<file path="config.mk">
export PLATFORM = sky130hd
export DESIGN_NAME = debounce_ctrl
export DESIGN_NICKNAME = d
export VERILOG_FILES = /design/src/rtl/debounce_pkg.sv /design/src/rtl/db_stable_timer.sv /design/src/rtl/debounce_ctrl.sv
export SDC_FILE = /design/constraint.sdc
export NUM_CORES = 1
export LEC_CHECK = 0
export ABC_AREA = 1
export BUFFER_PORTS_ARGS = -buffer_cell sky130_fd_sc_hd__buf_2
export CAP_MARGIN = 30
export CORE_ASPECT_RATIO = 1.2
export CORE_MARGIN = 2
export CORE_UTILIZATION = 47
export DETAILED_ROUTE_END_ITERATION = 8
export PLACE_DENSITY = 0.74
export SLEW_MARGIN = 5
export SYNTH_ARGS = -nofsm -noshare
export SYNTH_HDL_FRONTEND = slang
export SYNTH_SLANG_ARGS = --single-unit
</file>
<file path="constraint.sdc">
create_clock -name clk -period 1.6 [get_ports clk]
set_input_delay 0.32 -clock clk [delete_from_list [all_inputs] [get_ports clk]]
set_output_delay 0.32 -clock clk [all_outputs]
set_load 0.02 [all_outputs]
</file>
<file path="src/rtl/debounce_pkg.sv">
// Shared definitions for the debounce controller: FSM state encoding and default tuning constants.
package debounce_pkg;

   typedef enum logic [1:0] {
      S_LOW       = 2'd0,
      S_WAIT_HIGH = 2'd1,
      S_HIGH      = 2'd2,
      S_WAIT_LOW  = 2'd3
   } db_state_t;

   localparam int DEFAULT_STABLE_CYCLES = 99;
   localparam int DEFAULT_SYNC_STAGES   = 2;
   localparam int DEFAULT_BCNT_W        = 8;

endpackage

</file>
<file path="src/rtl/db_stable_timer.sv">
// Stability timer for the debounce FSM: counts qualified samples and flags the last one.
module db_stable_timer #(
   parameter int STABLE_CYCLES = 99
) (
   input  logic clk,
   input  logic rst,
   input  logic clear,
   input  logic enable,
   output logic done
);

   localparam int CW = $clog2(STABLE_CYCLES + 1);

   logic [CW-1:0] count;

   assign done = enable && (count == CW'(STABLE_CYCLES - 1));

   // Count holds once done so it can never wrap; the FSM clears it on the next wait entry.
   always_ff @(posedge clk) begin
      if (rst) begin
         count <= '0;
      end else if (clear) begin
         count <= '0;
      end else if (enable && !done) begin
         count <= count + 1'b1;
      end
   end

endmodule

</file>
<file path="src/rtl/debounce_ctrl.sv">
// Single-channel debouncer: input synchroniser, 4-state stability FSM, edge strobes and
// a saturating counter of aborted transitions.
module debounce_ctrl
   import debounce_pkg::*;
#(
   parameter int STABLE_CYCLES = DEFAULT_STABLE_CYCLES,
   parameter int SYNC_STAGES   = DEFAULT_SYNC_STAGES,
   parameter int BCNT_W        = DEFAULT_BCNT_W
) (
   input  logic              clk,
   input  logic              rst,
   input  logic              btn_in,
   output logic              db_level,
   output logic              rise_pulse,
   output logic              fall_pulse,
   output logic              busy,
   output logic [BCNT_W-1:0] bounce_cnt
);

   logic [SYNC_STAGES-1:0] sync_ff;
   logic                   sync_q;
   db_state_t              state;
   logic                   timer_clr;
   logic                   timer_en;
   logic                   timer_done;

   always_ff @(posedge clk) begin
      if (rst) begin
         sync_ff <= '0;
      end else begin
         sync_ff <= {sync_ff[SYNC_STAGES-2:0], btn_in};
      end
   end

   assign sync_q = sync_ff[SYNC_STAGES-1];

   // Timer runs only while the synchronised level agrees with the level being waited for;
   // it is cleared on wait entry and on every abort.
   always_comb begin
      timer_clr = 1'b0;
      timer_en  = 1'b0;
      unique case (state)
         S_LOW:       timer_clr = sync_q;
         S_WAIT_HIGH: begin
            timer_clr = !sync_q;
            timer_en  = sync_q;
         end
         S_HIGH:      timer_clr = !sync_q;
         S_WAIT_LOW:  begin
            timer_clr = sync_q;
            timer_en  = !sync_q;
         end
         default:     timer_clr = 1'b1;
      endcase
   end

   db_stable_timer #(
      .STABLE_CYCLES(STABLE_CYCLES)
   ) u_timer (
      .clk    (clk),
      .rst    (rst),
      .clear  (timer_clr),
      .enable (timer_en),
      .done   (timer_done)
   );

   // busy tracks the state being entered so it is registered alongside the state itself.
   always_ff @(posedge clk) begin
      if (rst) begin
         state      <= S_LOW;
         db_level   <= 1'b0;
         rise_pulse <= 1'b0;
         fall_pulse <= 1'b0;
         busy       <= 1'b0;
         bounce_cnt <= '0;
      end else begin
         rise_pulse <= 1'b0;
         fall_pulse <= 1'b0;
         unique case (state)
            S_LOW: begin
               if (sync_q) begin
                  state <= S_WAIT_HIGH;
                  busy  <= 1'b1;
               end
            end
            S_WAIT_HIGH: begin
               if (!sync_q) begin
                  state <= S_LOW;
                  busy  <= 1'b0;
                  if (bounce_cnt != '1) bounce_cnt <= bounce_cnt + 1'b1;
               end else if (timer_done) begin
                  state      <= S_HIGH;
                  busy       <= 1'b0;
                  db_level   <= 1'b1;
                  rise_pulse <= 1'b1;
               end
            end
            S_HIGH: begin
               if (!sync_q) begin
                  state <= S_WAIT_LOW;
                  busy  <= 1'b1;
               end
            end
            S_WAIT_LOW: begin
               if (sync_q) begin
                  state <= S_HIGH;
                  busy  <= 1'b0;
                  if (bounce_cnt != '1) bounce_cnt <= bounce_cnt + 1'b1;
               end else if (timer_done) begin
                  state      <= S_LOW;
                  busy       <= 1'b0;
                  db_level   <= 1'b0;
                  fall_pulse <= 1'b1;
               end
            end
            default: begin
               state <= S_LOW;
               busy  <= 1'b0;
            end
         endcase
      end
   end

endmodule

</file>
* Word-level counts from Yosys, hierarchy flattened
Index checks and enable logic that the tools add are counted. W data, S select, Z words.
Word-level totals: register bits after elaboration 23, word-level logic and storage cells 68
Cells by class: add/sub/neg operators 2, eq/ne operators 15, mux-type cells 25, bitwise gates (word level) 3, reductions and logical operators 15
Operator list (number):
- $mux W8 | 3
- $pmux W8 S2 | 1
- $mux W2 | 6
- $ne A2 B2 Y1 const B | 6
- $mux W1 | 10
- $add A8 B1 Y8 const B | 1
- $ne A8 B8 Y1 const B | 1
- $pmux W2 S4 | 1
- $add A7 B1 Y7 const B | 1
- $eq A7 B7 Y1 const B | 1
- $ne A3 B2 Y1 const B | 2
- $pmux W1 S2 | 3
- $reduce_or A2 Y1 | 3
- $reduce_or A3 Y1 | 2
- $reduce_and A5 Y1 | 1
- $eq A2 B2 Y1 const B | 2
- $ne A2 B1 Y1 const B | 2
- $pmux W1 S4 | 1
- $reduce_and A4 Y1 | 1
- $not A1 Y1 | 3
- $reduce_and A3 Y1 | 1
- $eq A2 B1 Y1 const B | 1
- $logic_and A1 B1 Y1 | 2
- $logic_not A1 Y1 | 2
- other kinds (3) | 3

* Logic depth before layout (Yosys ltp)
Gate-level depths: netlist of the first run.
depth in word-level cells 6, gate-level depth with buffers 10, gate-level depth less buffers 10

* By module
Synthesis of the first run repeated with hierarchy kept, for this count alone.
Unflattened totals: cell total of the unflattened synthesis 192, area total of the unflattened synthesis 1348.8 µm²
Modules (own cells, without submodules):
- debounce_ctrl | instances 1, cells an instance 122, area each 864.6 µm², sequential area each 320.3 µm²
- db_stable_timer | instances 1, cells an instance 70, area each 484.2 µm², sequential area each 140.1 µm²

* Worst setup path before layout of the first run
OpenSTA, ideal clock, no wires.
kind flip-flop to flip-flop, from reg bounce_cnt[1], to reg bounce_cnt[1], data arrival time 1272 ps, setup slack 213 ps, cell stages (with the launch flop) 9, path buffers 0, period minus slack after synthesis 1387 ps, cells stage by stage dfxtp_1 > ha_1 > nand2_1 > nor2_2 > nand2_1 > nand2_4 > inv_2 > nor2_1 > nor2_1
On the way: longest elaborated chain between the ends 4, elaborated cells between the ends (all ways) 6
RTL lines:
- from (decl) | line debounce_ctrl.sv:17 | output logic [BCNT_W-1:0] bounce_cnt
- from (signal assigned) | line debounce_ctrl.sv:90 | if (bounce_cnt != '1) bounce_cnt <= bounce_cnt + 1'b1;
- from (signal assigned) | line debounce_ctrl.sv:108 | if (bounce_cnt != '1) bounce_cnt <= bounce_cnt + 1'b1;
- $add A8 B1 Y8 or $ne A8 B8 Y1 (tied branches) | line debounce_ctrl.sv:90, debounce_ctrl.sv:108
- $mux W8 * | line debounce_ctrl.sv:90, debounce_ctrl.sv:108
- $mux W8 (on tied branches) | line debounce_ctrl.sv:105, debounce_ctrl.sv:87
- $pmux W8 S2 * | line debounce_ctrl.sv:79 | unique case (state)
Every way passes the cells marked *; elsewhere a longest branch is shown, timed or not. The select of a mux whose other input is x is not followed. A chain may end at the register's enable or synchronous reset.

==> summary by stage, run 1 <==
STA
The number of hold-slack violations in the final timing report is 0. The headroom to the max-slew limit is approximately four fifths. The summed negative setup slack over all endpoints is 0 ps. The total count of max-transition violations in the final report is 0. The setup violation total in the final timing report is 0. Final hold analysis gives a worst-case slack of 209 ps. The final setup skew is ~12 ps.

The worst-case setup margin in the final layout is 121 ps. The clock period minus worst slack is around 1500 ps. Based on the critical path, the design can be clocked at up to just under 700 MHz. Of the available clock period, the critical path in the final layout requires a little over 90%. Setup repair after global routing left no endpoint under its margin. At the pin with the least slew margin, the transition time is 327 ps.

Finish
The filler cell count in the final layout is between 200 and 300. Relative to the synthesized area, the layout overhead comes to 11.5%. The register cell area after layout is about 460 µm². The number of antenna diodes is 0. After the last flow step, the layout net total stands at around 210.

In the final layout, the multi-input gates occupy ~710 µm². The fraction of final layout cells with drive strength greater than 1 is between 15 and 20%.

Floorplanning
The die covers about 0.0031 mm². Row generation in the floorplan step produced 20 rows. The chip width is between 50 and 60 µm. The standard cell core area is roughly 0.0026 mm². The initial utilization of the core area, before any placement, comes to 49.7%.

The die is around 61 µm tall. Pin placement for this block handled 15 I/O pins.

CTS
The buffer levels on the longest clock path is 2. The number of clock buffers added by TritonCTS is 3. The worst-skew pair later-pin latency is 310 ps. The cell sitting at the root of the clock tree is a sky130_fd_sc_hd__clkbuf_4.

The clock edge transition at the registers on the reported setup and hold paths is 130 ps. In this run the number of H-tree levels came out at 1. Buffers inserted to repair hold after CTS numbered 0. For this design, the sink count on the clock tree is 23.

TritonCTS built the clock tree.

Logic synthesis
The mapped netlist covers around 0.0013 mm². The part of the Yosys area used for sequential elements is 36.3%. A synthesized cell averages 7.08 µm². The cell taking the most area after synthesis is sky130_fd_sc_hd__dfxtp_1. The number of flops mapped to enable cells by yosys is 0. The share of Yosys cell area claimed by the top area cell type is between 30% and 40%. The netlist uses 22 different library cells. By count the netlist is led by sky130_fd_sc_hd__nand2_1 (51), sky130_fd_sc_hd__inv_1 (25), sky130_fd_sc_hd__dfxtp_1 (23). The fraction of registers with async set/reset is 0%. The net count after synthesis is between 150 and 200. The most used standard cell by instance count after synthesis is sky130_fd_sc_hd__nand2_1. The number of register bits inferred by synthesis is 23. In the synthesized netlist, the number of instances is around 180. By area the synthesized netlist is led by sky130_fd_sc_hd__dfxtp_1 (36%), sky130_fd_sc_hd__nand2_1 (15%), sky130_fd_sc_hd__inv_1 (7.4%), sky130_fd_sc_hd__ha_1 (6.9%), sky130_fd_sc_hd__nor2_1 (5.6%).

The count of yosys warnings during synthesis is 0. The top flip-flop cell by instance count after synthesis is sky130_fd_sc_hd__dfxtp_1.

Detailed routing
The total length of routed wires is ~2400 µm. For this block, the via count after detailed routing is about 1.1k. After detailed routing, the average wire length per cell comes to about 10 µm. The detail route stage leaves a number of antenna-violating nets equal to 0.

After detailed routing, the number of vias per cell comes to between 4 and 5. In the routed design, unresolved DRC markers number 0. The initial detailed-routing violation count is 25.

The count of TritonRoute iterations in the first routing pass is 4.

Place
Summed over all nets, the half-perimeter wirelength after detailed placement is between 1500 and 2000 µm. During placement, the flow inserted port buffers numbering 14. Prior to clock tree synthesis, the placed netlist has a worst setup slack of 65.2 ps. The final estimated routing congestion in global placement is 0.831.

Worst setup path
The worst setup path is captured at a flop. Walking the worst path, the cells encountered are inv_1 -> ha_1 -> nor2_2 -> nor2_8 -> nand2_4 -> inv_2 -> nand2_1 -> a21oi_2. Along the worst path, the maximum fanout reaches 9.

The worst setup path category is flop to flop. The required time of the critical path is 1800 ps. The startpoint class of the critical path is a flop. For this run, the slowest stage of the critical path takes 360 ps. STA puts the critical path data arrival time at 1680 ps.

On the critical path, the stage with the largest delay is an instance of sky130_fd_sc_hd__dfxtp_2.

Global route
The first global-routing pass estimated between 4000 and 5000 µm of wire. The global-route usage over all layers is 18.1%. The initial antenna violation count is 0.

The largest net degree at the start of global routing is 13. The via count of the first global-routing pass is approximately 1.1k. Global routing finished with a remaining overflow of 0.

Run
The max-cap violation count is 0.

Run status
The run finished with clean final reports.

Power and ir drop
VDD sags by at most 0.000739 V. The total design power is roughly 0.0013 W. Power spread over the standard cell area amounts to approximately 950 mW/mm². Summed over all cells, the static leakage comes to between 0.6 and 0.7 nW.

Min path
The type of the tightest min-delay check is primary input to flop.
[registers in the layout, indices dropped and copies added (netlist names), named ones only]
| signal | flops |
|---|---|
| bounce_cnt | 8 |
| u_timer.count | 7 |
| sync_ff | 2 |
| busy | 1 |
| db_level | 1 |
| fall_pulse | 1 |
| rise_pulse | 1 |
| state | 1 |
[per-layer routing]
metal  global-route usage [%]  wire length (µm)  up-vias
met4                     9.02                36        0
li1                         -                 -      592
met5                        0                 0        -
met3                     2.96                75        4
met1                     21.6              1100      516
met2                     31.5              1170       25
[worst max-delay path: cells and delay by family, from the launching register on]
family                   cells  cell delay [ps]
AO/OA/AOI/OAI                1               50
adder cells (fa/ha/maj)      1              220
buffers and inverters        2              150
flip-flops                   1              360
AND/OR/NAND/NOR              4              580
[placed cells by master, fill, tap and decap left out]
cell,Yosys,routed
sky130_fd_sc_hd__dfxtp_1,23,21
sky130_fd_sc_hd__clkbuf_4,0,3
sky130_fd_sc_hd__inv_1,25,25
sky130_fd_sc_hd__nor2_2,2,2
sky130_fd_sc_hd__nor3_1,6,4
sky130_fd_sc_hd__dfxtp_2,0,2
sky130_fd_sc_hd__nand3_1,8,8
sky130_fd_sc_hd__xor2_1,4,4
sky130_fd_sc_hd__or2_2,1,1
sky130_fd_sc_hd__buf_2,1,14
sky130_fd_sc_hd__a21oi_1,7,7
sky130_fd_sc_hd__xnor2_1,2,2
sky130_fd_sc_hd__clkbuf_1,0,1
sky130_fd_sc_hd__nor2_1,19,19
sky130_fd_sc_hd__o21ai_0,2,2
sky130_fd_sc_hd__nand2_1,51,51
sky130_fd_sc_hd__o21ai_2,1,1
sky130_fd_sc_hd__nand4_1,5,5
sky130_fd_sc_hd__nor2_8,1,1
sky130_fd_sc_hd__nand2_4,4,4
sky130_fd_sc_hd__nor3_2,0,2
sky130_fd_sc_hd__inv_2,3,3
sky130_fd_sc_hd__ha_1,7,7
sky130_fd_sc_hd__o21ai_1,2,2
sky130_fd_sc_hd__a21oi_2,4,4
sky130_fd_sc_hd__nand3_2,1,1
[cell families (layout without fill, tap and decap cells)]
kind of cell	Yosys count	in the layout	synth area share, %
adders and majority gates	7	7	6.91
buffers and inverters	29	46	8.69
xor gates and xnor gates	6	6	4.15
DFF	23	23	36.3
AOI/OAI and AO/OA	16	16	7.80
and+or+nand+nor	98	98	36.1
[layout make-up]
| class | instances | share of cell area, % |
|---|---|---|
| multi-input cells | 127 | 50.0 |
| flip-flops and latches | 23 | 32.8 |
| inverters | 28 | 7.44 |
| repair buffers | 14 | 4.96 |
| well taps | 33 | 2.92 |
| clock buffers | 4 | 1.86 |
[path summary, 6_finish.rpt]
| check | slack, ps | endpoint | from | cells past startpoint |
|---|---|---|---|---|
| max | 120 | bounce_cnt[7] | flop | 8 |
| min | 210 | sync_ff[0] | btn_in | 3 |
| max reg2reg | 120 | bounce_cnt[7] | flop | 8 |
| min reg2reg | 410 | sync_ff[1] | sync_ff[0] | 2 |
[power by group]
| group | switching (W) | total [W] | internal, W |
|---|---|---|---|
| Combinational | 0.000271 | 0.000409 | 0.000138 |
| Sequential | 0.0000393 | 0.000658 | 0.000619 |
| Clock | 0.000172 | 0.000270 | 0.0000973 |
[what timing repair did]
action,in CTS,in global routing
setup endpoints to repair,0,7
setup buffers,0,0
gates resized for setup,0,4
[stage by stage]
| stage | cells | instance area (µm²) | utilization [%] |
|---|---|---|---|
| finish | 229 | 1410 | 55.3 |
| global placement | 225 | 1370 | 53.8 |
| global route | 229 | 1410 | 55.3 |
| detailed placement | 225 | 1370 | 53.8 |
| floorplan | 179 | 1270 | - |
| CTS | 229 | 1400 | 54.9 |
No activity file was read; power rests on OpenSTA's default activity.
==> inputs of run 2 (changes only) <==
--- a/config.mk
+++ b/config.mk
@@ -11,6 +11,7 @@
 export CORE_ASPECT_RATIO = 1.2
 export CORE_MARGIN = 2
 export CORE_UTILIZATION = 47
+export CTS_BUF_LIST = sky130_fd_sc_hd__clkbuf_8
 export DETAILED_ROUTE_END_ITERATION = 8
 export PLACE_DENSITY = 0.74
 export SLEW_MARGIN = 5
==> summary by stage, run 2 (synthesis gave the netlist of run 1 again) <==
STA
The headroom to the max-slew limit is 78.0% (was 78.1%). The summed negative setup slack over all endpoints is 0 ps (unchanged). The achievable frequency is 664 MHz (was 676 MHz). Setup repair after global routing missed its margin: false (unchanged). The worst-case setup margin in the final layout is 94.9 ps (was 121 ps). The final setup skew was 6.71 ps (was 12.2 ps). The setup violation total in the final timing report is 0 (unchanged). The total count of max-transition violations in the final report is 0 (unchanged). The pin slew with the least headroom to its limit is 330 ps (was 327 ps). The final period utilization was 94.1% (was 92.5%). The clock period minus worst slack is 1510 ps (was 1480 ps).

The number of hold-slack violations in the final timing report is 0 (unchanged).

Detailed routing
The count of TritonRoute iterations in the first routing pass came to 4 (unchanged). The via total after detailed routing is 1128 (was 1137). The initial detailed-routing violation count is 20 (was 25). The total length of routed wires was 2370 µm (was 2380 µm). The per-cell via count in the routed design is 4.93 (was 4.97).

The remaining design rule violation count is 0 (unchanged). The post-detailed-route count of antenna-violating nets is 0 (unchanged). The routed length per placed instance was 10.4 µm (about the same).

Global route
The global-route usage over all layers came to 18.3% (was 18.1%). The largest net degree at the start of global routing is 13 (unchanged). The initial antenna violation count is 0 (unchanged).

The via count of the first global-routing pass is 1045 (was 1054). The global route total overflow is 0 (unchanged). The first-pass GRT wire length is 4310 µm (was 4300 µm).

Worst setup path
Critical path cell sequence: inv_1 -> ha_1 -> nor2_2 -> nor2_8 -> nand2_4 -> inv_2 -> nand2_1 -> a21oi_2 (unchanged). The startpoint class of the critical path is a flop (unchanged). The highest fanout seen on the critical path was 9 (unchanged). The library cell contributing the largest single delay on the critical path is sky130_fd_sc_hd__dfxtp_1 (was sky130_fd_sc_hd__dfxtp_2). The required time of the critical path was 1750 ps (was 1800 ps). The depth of the worst register-to-register path came to 8 (unchanged). The kind of end point of the critical path is a flop (unchanged). The data arrival time of the critical path is 1650 ps (was 1680 ps). The largest stage delay on the critical path is 360 ps (about the same). The worst setup path category is flop to flop (unchanged).

Floorplanning
The initial core utilization was 49.7% (unchanged). The number of placement rows was 20 (unchanged). The standard cell core area is 0.00255 mm² (unchanged). The chip width was 51.4 µm (unchanged).

The die extent in y was 60.9 µm (unchanged). The floorplan die area is 0.00313 mm² (unchanged). The number of ports placed on the die boundary is 15 (unchanged).

CTS
The worst-skew pair later-pin latency is 260 ps (was 310 ps). The total clock buffers created by CTS is 3 (unchanged). The buffer levels on the longest clock path was 2 (unchanged).

The CTS tree is yes (unchanged). The sink count of the clock tree is 23 (unchanged). The H-tree depth reported by CTS is 1 (unchanged). The clock edge transition at the registers on the reported setup and hold paths came to 80 ps (was 130 ps).

The CTS root buffer is sky130_fd_sc_hd__clkbuf_8 (was sky130_fd_sc_hd__clkbuf_4).

Finish
The number of antenna diodes came to 0 (unchanged). The register cell area after layout is 462 µm² (was 463 µm²). The area used by multi-input combinational logic is 707 µm² (unchanged). The count of nets after finishing is 207 (unchanged).

The growth of design area from synthesis to finish is 12.8% (was 11.5%). The fraction of final layout cells with drive strength greater than 1 is 18.9% (was 19.4%). The most frequent standard cell in the layout excluding fill and tap cells was sky130_fd_sc_hd__nand2_1 (unchanged). Largest registers: bounce_cnt x8, u_timer.count x7, sync_ff x2 (unchanged). The number of flip-flops in the largest register came to 8 (unchanged). The register with the highest flop count is bounce_cnt (unchanged). Commonest cells after routing, fill and taps aside: sky130_fd_sc_hd__nand2_1 (51), sky130_fd_sc_hd__inv_1 (26), sky130_fd_sc_hd__dfxtp_1 (22) (was sky130_fd_sc_hd__nand2_1 (51), sky130_fd_sc_hd__inv_1 (25), sky130_fd_sc_hd__dfxtp_1 (21)). The filler cell count in the final layout came to 263 (was 264).

Power and ir drop
The static leakage is 0.647 nW (was 0.636 nW). The total design power was 0.00142 W (was 0.00134 W). The power density normalized to cell area was 992 mW/mm² (was 946 mW/mm²). The largest voltage drop on the vdd net was 0.000843 V (was 0.000739 V).

Min path
The type of the tightest min-delay check is primary input to flop (unchanged). The worst min-delay path startpoint is btn_in (unchanged). The depth of the worst hold-timing path was 3 (unchanged).

Place
The final estimated routing congestion in global placement is 0.831 (unchanged). The worst setup timing slack at the placement stage was 65.2 ps (unchanged). The count of input and output buffers came to 14 (unchanged). The half-perimeter wire length after detailed placement is 1820 µm (unchanged).

Run status
Status: completed (unchanged).

Run
The max-cap violation count is 0 (unchanged).
[run 2: per-stage QoR]
stage / hold slack, ps / utilization [%] / instances / cell area, µm²
final: 260 / 56.0 / 229 / 1430
after global routing: 263 / 56.0 / 229 / 1430
after CTS: 256 / 55.6 / 229 / 1420
after detailed placement: 401 / 53.8 / 225 / 1370
after global placement: 389 / 53.8 / 225 / 1370
after floorplan: 388 / - / 179 / 1270
[run 2: repair_timing]
action / CTS / global route
setup buffers: 0 / 0
hold buffers: 0 / 0
endpoints found under the hold margin: 0 / 0
gates resized for setup: 0 / 3
endpoints found under the setup margin: 0 / 6
[run 2: layer usage]
metal | part of all wire (%) | wire length [µm] | track usage (%) | up-vias
li1 | - | - | - | 592
met1 | 47 | 1110 | 21.8 | 515
met2 | 49 | 1160 | 31.5 | 17
met3 | 2.4 | 57 | 2.96 | 4
met4 | 2.1 | 49 | 10.2 | 0
met5 | 0 | 0 | 0 | -
[run 2: worst max-delay path, delay by kind of cell (launching register included)]
family          cells  cell delay [ps]
flops               1              360
simple gates        4              580
buf+inv             2              170
fa+ha+maj           1              220
compound gates      1               50
[run 2: area by class of cell]
| class | count | area share, % |
|---|---|---|
| Tap cell | 33 | 2.89 |
| Clock buffer | 3 | 2.89 |
| Timing Repair Buffer | 14 | 4.90 |
| Inverter | 28 | 7.35 |
| Sequential cell | 23 | 32.3 |
| Clock inverter | 1 | 0.262 |
| Multi-Input combinational cell | 127 | 49.4 |
[run 2: power breakdown]
group | internal, W | total (W) | leakage (nW) | switching (W)
logic | 0.000138 | 0.000408 | 0.434 | 0.000269
clock network | 0.000171 | 0.000353 | 0.0269 | 0.000181
registers | 0.000617 | 0.000658 | 0.187 | 0.0000402
[run 2: final timing paths]
kind,endpoint,slack [ps]
min reg2reg,sync_ff[1],410
max,bounce_cnt[7],90
max reg2reg,bounce_cnt[7],90
min,sync_ff[0],260
==> inputs of run 3 (changes only) <==
--- a/config.mk
+++ b/config.mk
@@ -7,9 +7,8 @@
 export LEC_CHECK = 0
 export ABC_AREA = 1
 export BUFFER_PORTS_ARGS = -buffer_cell sky130_fd_sc_hd__buf_2
-export CAP_MARGIN = 30
 export CORE_ASPECT_RATIO = 1.2
-export CORE_MARGIN = 2
+export CORE_MARGIN = 5
 export CORE_UTILIZATION = 47
 export CTS_BUF_LIST = sky130_fd_sc_hd__clkbuf_8
 export DETAILED_ROUTE_END_ITERATION = 8
==> summary by stage, run 3 (synthesis gave the netlist of run 1 again) <==
Run status
Status: completed (unchanged).

CTS
The sink count of the clock tree is 23 (unchanged). The H-tree depth reported by CTS is 1 (unchanged). The CTS tree is yes (unchanged). The total clock buffers created by CTS was 3 (unchanged). The CTS root buffer is sky130_fd_sc_hd__clkbuf_8 (unchanged). The quantity of hold-fixing buffers added after cts is 0 (unchanged). The number of cells upsized or downsized after cts is 0 (unchanged). The worst-skew pair later-pin latency was 260 ps (about the same). The clock edge transition at the registers on the reported setup and hold paths is 80 ps (about the same).

The setup fix buffers added after clock tree synthesis is 0 (unchanged). The buffer levels on the longest clock path is 2 (unchanged).

STA
The final period utilization is 94.0% (was 94.1%). The achievable frequency is 665 MHz (was 664 MHz). The total count of max-transition violations in the final report was 0 (unchanged).

The summed negative setup slack over all endpoints is 0 ps (unchanged). The setup violation total in the final timing report is 0 (unchanged). The headroom to the max-slew limit came to 80.1% (was 78.0%).

The pin slew with the least headroom to its limit is 298 ps (was 330 ps). Setup repair after global routing missed its margin: true (was false). The clock period minus worst slack is 1500 ps (was 1510 ps). The post-route worst hold slack is 252 ps (was 260 ps).

The final setup skew came to 0.917 ps (was 6.71 ps). The number of hold-slack violations in the final timing report is 0 (unchanged).

Floorplanning
The number of placement rows was 20 (unchanged). The die extent in y is 66.9 µm (was 60.9 µm). The number of ports placed on the die boundary was 15 (unchanged). The floorplan die area is 0.00384 mm² (was 0.00313 mm²). The chip width is 57.4 µm (was 51.4 µm). The initial core utilization came to 49.7% (unchanged).

The standard cell core area is 0.00255 mm² (unchanged).

Worst setup path
The data arrival time of the critical path is 1670 ps (was 1650 ps). The startpoint class of the critical path is a flop (unchanged). The highest fanout seen on the critical path is 5 (was 9). The required time of the critical path is 1770 ps (was 1750 ps).

The worst setup path category was flop to flop (unchanged). The kind of end point of the critical path is a flop (unchanged).

Detailed routing
The count of TritonRoute iterations in the first routing pass is 4 (unchanged). The total length of routed wires came to 2440 µm (was 2370 µm). The per-cell via count in the routed design was 4.87 (was 4.93). The remaining design rule violation count is 0 (unchanged).

The initial detailed-routing violation count is 31 (was 20). The via total after detailed routing is 1116 (was 1128). The routed length per placed instance came to 10.7 µm (was 10.4 µm). The post-detailed-route count of antenna-violating nets is 0 (unchanged).

Finish
The share of the core filled with cells in the final layout is 55.8% (was 56.0%). The register with the highest flop count is bounce_cnt (unchanged). The number of flip-flops in the largest register is 8 (unchanged).

Commonest cells after routing, fill and taps aside: sky130_fd_sc_hd__nand2_1 (51), sky130_fd_sc_hd__inv_1 (25), sky130_fd_sc_hd__dfxtp_1 (23) (was sky130_fd_sc_hd__nand2_1 (51), sky130_fd_sc_hd__inv_1 (26), sky130_fd_sc_hd__dfxtp_1 (22)). Largest registers: bounce_cnt x8, u_timer.count x7, sync_ff x2 (unchanged). The count of nets after finishing is 207 (unchanged).

The final instance area is 0.00143 mm² (about the same). The most frequent standard cell in the layout excluding fill and tap cells is sky130_fd_sc_hd__nand2_1 (unchanged). The growth of design area from synthesis to finish is 12.4% (was 12.8%). The number of antenna diodes is 0 (unchanged).

The fraction of final layout cells with drive strength greater than 1 is 18.4% (was 18.9%). The number of standard cells in the final layout excluding fillers is 229 (unchanged).

Place
The cell total after placement was 225 (unchanged). The final estimated routing congestion in global placement is 0.791 (was 0.831). The post-placement cell area is 0.00137 mm² (unchanged). The count of input and output buffers is 14 (unchanged).

The half-perimeter wire length after detailed placement is 1850 µm (was 1820 µm).

Run
The max-cap violation count came to 0 (unchanged).

Global route
The largest net degree at the start of global routing is 14 (was 13). The global route total overflow is 0 (unchanged). The first-pass GRT wire length came to 4250 µm (was 4310 µm).

The global-route usage over all layers came to 14.1% (was 18.3%). The via count of the first global-routing pass is 1023 (was 1045). The initial antenna violation count was 0 (unchanged).

Power and ir drop
The largest voltage drop on the vdd net is 0.000832 V (was 0.000843 V). The power density normalized to cell area was 998 mW/mm² (was 992 mW/mm²). The static leakage is 0.645 nW (was 0.647 nW).

Min path
The type of the tightest min-delay check is primary input to flop (unchanged).
-- run 3: cell types whose count changed in the layout (fill, tap and decap cells not counted), sizes merged --
cell,delta
inv,-1
clkinv,+1
-- run 3: power breakdown --
part	total (W)	internal (W)	switching, W
clock network	0.000366	0.000174	0.000192
logic	0.000401	0.000138	0.000264
registers	0.000655	0.000615	0.0000396
total	0.00142	0.000927	0.000495
-- run 3: cell type report --
type / count / area (µm²)
Timing Repair Buffer: 14 / 70.1
Clock inverter: 1 / 5.00
Tap cell: 33 / 41.3
Sequential cell: 23 / 460
Multi-Input combinational cell: 127 / 702
Inverter: 28 / 105
Fill cell: 254 / 1130
Clock buffer: 3 / 41.3
-- run 3: metrics by stage --
stage	setup slack, ps	total power, W
6_report	96.2	0.00142
3_3_place_gp	167	0.00105
4_1_cts	42.0	0.00144
3_5_place_dp	62.3	0.00107
5_1_grt	-5.90	0.00152
2_1_floorplan	213	0.000976
-- run 3: per-layer routing --
layer / track usage [%] / share of wire [%] / routed length, µm / up-vias
met2: 25.7 / 48 / 1180 / 19
met5: 0 / 0 / 0 / -
met1: 15.6 / 46 / 1130 / 500
met4: 6.96 / 2.3 / 55 / 0
li1: - / - / - / 593
met3: 2.33 / 3.2 / 77 / 4
-- run 3: worst max-delay path, stage by stage (launching register included) --
cell and delay (ps):
sky130_fd_sc_hd__dfxtp_1 410, sky130_fd_sc_hd__inv_1 110, sky130_fd_sc_hd__ha_1 200, sky130_fd_sc_hd__or2_2 280, sky130_fd_sc_hd__o21ai_2 90, sky130_fd_sc_hd__nand2_1 120
sky130_fd_sc_hd__nor3_1 150, sky130_fd_sc_hd__nor2_1 50
-- run 3: path summary, 6_finish.rpt --
check                           depth (start not counted)        from    endpoint  slack, ps
worst max-delay path                                    7    state[0]    state[0]        100
worst min-delay path                                    3      btn_in  sync_ff[0]        250
worst max register to register                          7    state[0]    state[0]        100
worst min register to register                          2  sync_ff[0]  sync_ff[1]        420
